<file path="config.mk">
export PLATFORM = sky130hd
export DESIGN_NAME = imem_loader
export DESIGN_NICKNAME = d
export VERILOG_FILES = /design/src/rtl/imem_loader_pkg.sv /design/src/rtl/imem_word_assembler.sv /design/src/rtl/imem_loader.sv
export SDC_FILE = /design/constraint.sdc
export NUM_CORES = 1
export LEC_CHECK = 0
export ABC_AREA = 1
export BUFFER_PORTS_ARGS = -buffer_cell sky130_fd_sc_hd__buf_2
export CAP_MARGIN = 20
export CORE_ASPECT_RATIO = 1.25
export CORE_MARGIN = 8
export CORE_UTILIZATION = 50
export CTS_BUF_LIST = sky130_fd_sc_hd__clkbuf_4
export DETAILED_ROUTE_END_ITERATION = 7
export PLACE_DENSITY = 0.75
export SYNTH_ARGS = -nofsm -noshare
export SYNTH_HDL_FRONTEND = slang
export SYNTH_HIERARCHICAL = 1
export SYNTH_SLANG_ARGS = --single-unit
export TNS_END_PERCENT = 5
</file>
<file path="constraint.sdc">
create_clock -name clk -period 4.7 [get_ports clk]
set_input_delay 0.235 -clock clk [delete_from_list [all_inputs] [get_ports clk]]
set_output_delay 0.235 -clock clk [all_outputs]
set_load 0.03 [all_outputs]
</file>
<file path="src/rtl/imem_loader_pkg.sv">
// Shared types and constants for the boot-time instruction-memory loader.
package imem_loader_pkg;

  localparam int unsigned BYTES_PER_WORD = 4;
  localparam int unsigned BYTE_W         = 8;
  localparam int unsigned WORD_W         = BYTES_PER_WORD * BYTE_W;
  localparam int unsigned BCNT_W         = $clog2(BYTES_PER_WORD);

  typedef enum logic [2:0] {
    IDLE,
    HDR,
    DATA,
    CSUM,
    DONE,
    ERR
  } loader_state_t;

endpackage

</file>
<file path="src/rtl/imem_word_assembler.sv">
// Packs a big-endian byte stream into 32-bit words and pulses word_valid per word.
module imem_word_assembler
  import imem_loader_pkg::*;
(
  input  logic              clk,
  input  logic              resetn,
  input  logic              clear,
  input  logic              byte_en,
  input  logic [BYTE_W-1:0] byte_in,
  output logic              last_c,
  output logic              word_valid,
  output logic [WORD_W-1:0] word
);

  logic [BCNT_W-1:0]        cnt_q;
  logic [WORD_W-BYTE_W-1:0] shift_q;

  // The byte about to be accepted completes the current word.
  assign last_c = (cnt_q == BCNT_W'(BYTES_PER_WORD - 1));

  // Byte counter (wraps 3->0), shift register and registered word output.
  always_ff @(posedge clk or negedge resetn) begin
    if (!resetn) begin
      cnt_q      <= '0;
      shift_q    <= '0;
      word_valid <= 1'b0;
      word       <= '0;
    end else begin
      word_valid <= 1'b0;
      if (clear) begin
        cnt_q   <= '0;
        shift_q <= '0;
      end else if (byte_en) begin
        cnt_q   <= cnt_q + BCNT_W'(1);
        shift_q <= {shift_q[WORD_W-2*BYTE_W-1:0], byte_in};
        if (last_c) begin
          word       <= {shift_q, byte_in};
          word_valid <= 1'b1;
        end
      end
    end
  end

endmodule

</file>
<file path="src/rtl/imem_loader.sv">
// Boot loader: header, payload words, XOR checksum; holds the core in reset until verified.
module imem_loader
  import imem_loader_pkg::*;
#(
  parameter int unsigned DEPTH = 16,
  parameter int unsigned AW    = $clog2(DEPTH)
) (
  input  logic              clk,
  input  logic              resetn,
  input  logic              load_start,
  input  logic              byte_valid,
  input  logic [BYTE_W-1:0] byte_data,
  output logic              byte_ready,
  output logic              imem_we,
  output logic [AW-1:0]     imem_addr,
  output logic [WORD_W-1:0] imem_wdata,
  output logic              core_resetn,
  output logic              load_done,
  output logic              load_error
);

  localparam int unsigned CW = AW + 1;

  loader_state_t     state_q, state_d;
  logic              hs_c, start_c, last_c;
  logic [CW-1:0]     n_q, word_cnt_q;
  logic [BYTE_W-1:0] csum_q;

  // Status outputs decoded directly from the state register.
  assign byte_ready  = (state_q == HDR) || (state_q == DATA) || (state_q == CSUM);
  assign core_resetn = (state_q == DONE);
  assign load_done   = (state_q == DONE);
  assign load_error  = (state_q == ERR);

  assign hs_c    = byte_valid && byte_ready;
  assign start_c = load_start && ((state_q == IDLE) || (state_q == DONE) || (state_q == ERR));

  imem_word_assembler u_asm (
    .clk        (clk),
    .resetn     (resetn),
    .clear      (start_c),
    .byte_en    (hs_c && (state_q == DATA)),
    .byte_in    (byte_data),
    .last_c     (last_c),
    .word_valid (imem_we),
    .word       (imem_wdata)
  );

  // State register.
  always_ff @(posedge clk or negedge resetn) begin
    if (!resetn) state_q <= IDLE;
    else         state_q <= state_d;
  end

  // Next-state decode.
  always_comb begin
    state_d = state_q;
    case (state_q)
      IDLE, DONE, ERR: begin
        if (start_c) state_d = HDR;
      end
      HDR: begin
        if (hs_c) begin
          if ((byte_data == '0) || (32'(byte_data) > DEPTH)) state_d = ERR;
          else                                                state_d = DATA;
        end
      end
      DATA: begin
        if (hs_c && last_c && ((word_cnt_q + CW'(1)) == n_q)) state_d = CSUM;
      end
      CSUM: begin
        if (hs_c) state_d = (byte_data == csum_q) ? DONE : ERR;
      end
      default: state_d = IDLE;
    endcase
  end

  // Word count, running checksum, header latch and write address.
  always_ff @(posedge clk or negedge resetn) begin
    if (!resetn) begin
      n_q        <= '0;
      word_cnt_q <= '0;
      csum_q     <= '0;
      imem_addr  <= '0;
    end else begin
      if (start_c) begin
        word_cnt_q <= '0;
        csum_q     <= '0;
      end
      if ((state_q == HDR) && hs_c) n_q <= CW'(byte_data);
      if ((state_q == DATA) && hs_c) begin
        csum_q <= csum_q ^ byte_data;
        if (last_c) begin
          imem_addr  <= word_cnt_q[AW-1:0];
          word_cnt_q <= word_cnt_q + CW'(1);
        end
      end
    end
  end

endmodule

</file>
==> flow_summary_export.csv <==
group,metric,value,unit
timing,final-setup-viol-count,0,
power_and_ir_drop,power.share.clock,26.5,%
grt,antenna_found_initial,0,
power_and_ir_drop,finalPower,0.00155,W
detailed_routing,vias_per_cell,5.26,
logic_synthesis,async_reset_ff_share,100,%
power_and_ir_drop,p_sw_share,35.2,%
logic_synthesis,syn_area,3890,µm²
timing,rsz0062_at_grt,"no",
logic_synthesis,synth_top_area_cell,"dfrtp_1",
clock_network,cts_max_path_buffers,2,
timing,fin_setup_tns,0,ns
final_layout,antennaDiodeCount,0,
grt,grt_overflow,0,
final_layout,drive_above_1_share,16.8,%
setup_path,end_kind,"flip-flop",
status,status,"completed",
detailed_routing,route.detailed.drc,0,
floorplan,die_h,115,µm
logic_synthesis,yosysWarnings,6,
logic_synthesis,synthTopCellsByArea,"dfrtp_1 54%, nand2_1 18%, nand3_1 5.8%",
logic_synthesis,synth_seq_cells,84,
logic_synthesis,yosys.cell_types.count,27,
logic_synthesis,synthCells,459,
timing,worstMarginPinSlew,1.04,ns
setup_path,crit_path_start,"state_q[2]$_DFFE_PN0P_",
clock_network,cts_max_level,3,
detailed_routing,drt_wl_total,8590,µm
power_and_ir_drop,vdd_drop_max,208,µV
timing,fin_crit_sh,55.3,%
logic_synthesis,syn_avg_cell_area,8.49,µm²
detailed_routing,vias,3164,
logic_synthesis,netlist.area_leader.share,54.0,%
placed_design,portBuffers,52,
setup_path,reg2reg_to,"u_asm/word[10]$_DFFE_PN0P_",
floorplan,start_util,50.6,%
timing,period_needed,2.60,ns
detailed_routing,routedWlPerCell,14.3,µm
worst_hold_path,hold_class,"input pin to flip-flop",
clock_network,path_clk_slew,0.13,ns
setup_path,cp.arrival,2.93,ns
setup_path,rrSetupSlack,2.10,ns
floorplan,io-pin-count,53,
logic_synthesis,synthesis.nets,473,
power_and_ir_drop,seq_power_share,51.7,%
floorplan,fp.dieArea,10900,µm²
setup_path,critPathMaxFanout,59,
clock_network,cts_tree,"done",
setup_path,path_class,"flip-flop to flip-flop",
grt,grt_usage,17.2,%
logic_synthesis,synth-edff-count,0,
clock_network,cts_sinks,84,
timing,slew_headroom,30.8,%
grt,grt_pass1_vias,3226,
power_and_ir_drop,combPwrFrac,21.8,%
placed_design,gp_congestion,0.807,
grt,grt_max_degree,85,
setup_path,reg2reg_depth,8,
job,maxCapViolCount,0,
timing,fin_worst_skew,0.0152,ns
clock_network,clock_latency,0.44,ns
setup_path,crit_path_end,"u_asm/word[10]$_DFFE_PN0P_",
logic_synthesis,synth_ff_type,"dfrtp_1",
logic_synthesis,ys_seq_area_share,54.0,%
detailed_routing,postRouteAntennaNets,0,
final_layout,nets,515,
detailed_routing,drtPass1Iterations,5,
floorplan,rows,36,
floorplan,coreArea,7700,µm²
setup_path,cp-start-kind,"flip-flop",
power_and_ir_drop,powerDensity,363,nW/µm²
floorplan,die_w,94.9,µm
grt,grt_first_pass_wirelength,14900,µm
timing,max_freq,385,MHz
setup_path,r2r_start,"state_q[2]$_DFFE_PN0P_",
placed_design,detailed_place_hpwl,5880,µm
detailed_routing,drtIter0Drc,179,
power_and_ir_drop,leakage,2.45,nW
clock_network,numCtsBuffers,9,
setup_path,worstPathRequired,5.03,ns
timing,drv_slew,0,
timing,finalHoldViolations,0,
final_layout,syn2layout_area_growth,9.67,%
clock_network,cts_resized,0,
power_and_ir_drop,intPower,0.00101,W
clock_network,cts-root-buf,"clkbuf_4",
power_and_ir_drop,switching_power,0.000546,W
per-stage QoR:
step	instances	util, %	instance area (µm²)	setup WS, ns	hold slack [ns]
3_3_place_gp	583	53.2	4100	2.24	0.453
3_5_place_dp	583	53.2	4100	2.12	0.457
2_1_floorplan	459	-	3890	3.10	-0.0606
6_report	601	55.5	4270	2.10	0.0885
4_1_cts	599	55.0	4230	2.09	0.0189
5_1_grt	601	55.5	4270	1.83	0.0892
cell families after synthesis:
logic type	count (synthesis)	synth area share [%]
fa+ha+maj	2	0.642
xor+xnor	4	0.900
simple gates	291	33.4
flops	84	54.0
compound gates	22	3.24
buf+inv	56	7.84
repair_timing:
action                    CTS  global route
hold endpoints to repair    0            27
hold buffers                0             1
buffers inserted            0             0
power by group through the flow:
stage / registers (W) / clock network, W / logic (W)
2_1_floorplan: 0.000805 / 0 / 0.000285
3_3_place_gp: 0.000811 / 0 / 0.000326
3_5_place_dp: 0.000816 / 0 / 0.000335
4_1_cts: 0.000802 / 0.000418 / 0.000336
5_1_grt: 0.000810 / 0.000447 / 0.000386
6_report: 0.000802 / 0.000412 / 0.000338
synth_stat cells (3+ instances only):
| library cell | instances |
|---|---|
| nor2_1 | 15 |
| nand4_1 | 35 |
| inv_1 | 28 |
| inv_2 | 4 |
| o21ai_0 | 13 |
| buf_4 | 6 |
| dfrtp_1 | 84 |
| o21ai_2 | 4 |
| buf_6 | 8 |
| buf_2 | 10 |
| nand3_1 | 45 |
| nand2_1 | 186 |
| xnor2_1 | 3 |
registers in the layout, indices dropped and copies added (netlist names):
name	count
csum_q	8
imem_addr	4
n_q	5
state_q	3
u_asm/cnt_q	2
u_asm/shift_q	24
u_asm/word	32
u_asm/word_valid	1
word_cnt_q	5
worst max-delay path, stage by stage, from the launching register on:
cell and delay [ns]:
dfrtp_1 0.47, inv_1 0.14, nand2_2 0.09, nand3_2 0.20
inv_1 0.14, inv_2 0.67, nand3_4 0.51, nand2_1 0.18
nand2_1 0.07
cell usage in the layout (no fill, tap or decap), types with 2 or more instances in the layout:
cell type / instances
a21oi_1: 2
buf_2: 51
buf_4: 2
clkbuf_4: 9
clkinv_2: 2
clkinvlp_4: 2
dfrtp_1: 84
ha_1: 2
inv_1: 27
inv_2: 5
nand2_1: 186
nand3_1: 45
nand4_1: 35
nor2_1: 15
nor2_4: 2
o21ai_0: 13
o21ai_1: 2
o21ai_2: 4
xnor2_1: 3
layer usage:
layer  share of wire, %  vias up  track usage (%)  wire length, µm
met3                4.6       17             2.82              392
met4                2.3        0             8.98              201
met2                 51       69             28.6             4400
met1                 42     1503             20.8             3600
li1                   -     1575                -                -
met5                  0        -                0                0
cell type report:
cell class,count,area (µm²)
fillers,692,3430
flip-flops and latches,84,2100
multi-input cells,319,1490
repair buffers,55,308
inverters,32,120
well taps,95,119
clock buffers,9,67.6
clock inverters,7,67.6
worst min-delay path by stage:
stage,from,to,slack (ns),cells past startpoint
3_5_place_dp,u_asm/word[9]$_DFFE_PN0P_,u_asm/word[9]$_DFFE_PN0P_,0.46,2
6_report,byte_data[2],u_asm/shift_q[2]$_DFFE_PN0P_,0.09,3
2_1_floorplan,resetn,csum_q[0]$_DFFE_PN0P_,-0.06,0
5_1_grt,byte_data[3],u_asm/word[3]$_DFFE_PN0P_,0.09,3
4_1_cts,resetn,u_asm/word[5]$_DFFE_PN0P_,0.02,1
3_3_place_gp,u_asm/word[12]$_DFFE_PN0P_,u_asm/word[12]$_DFFE_PN0P_,0.45,2
Power figures use the tool's default switching activity.
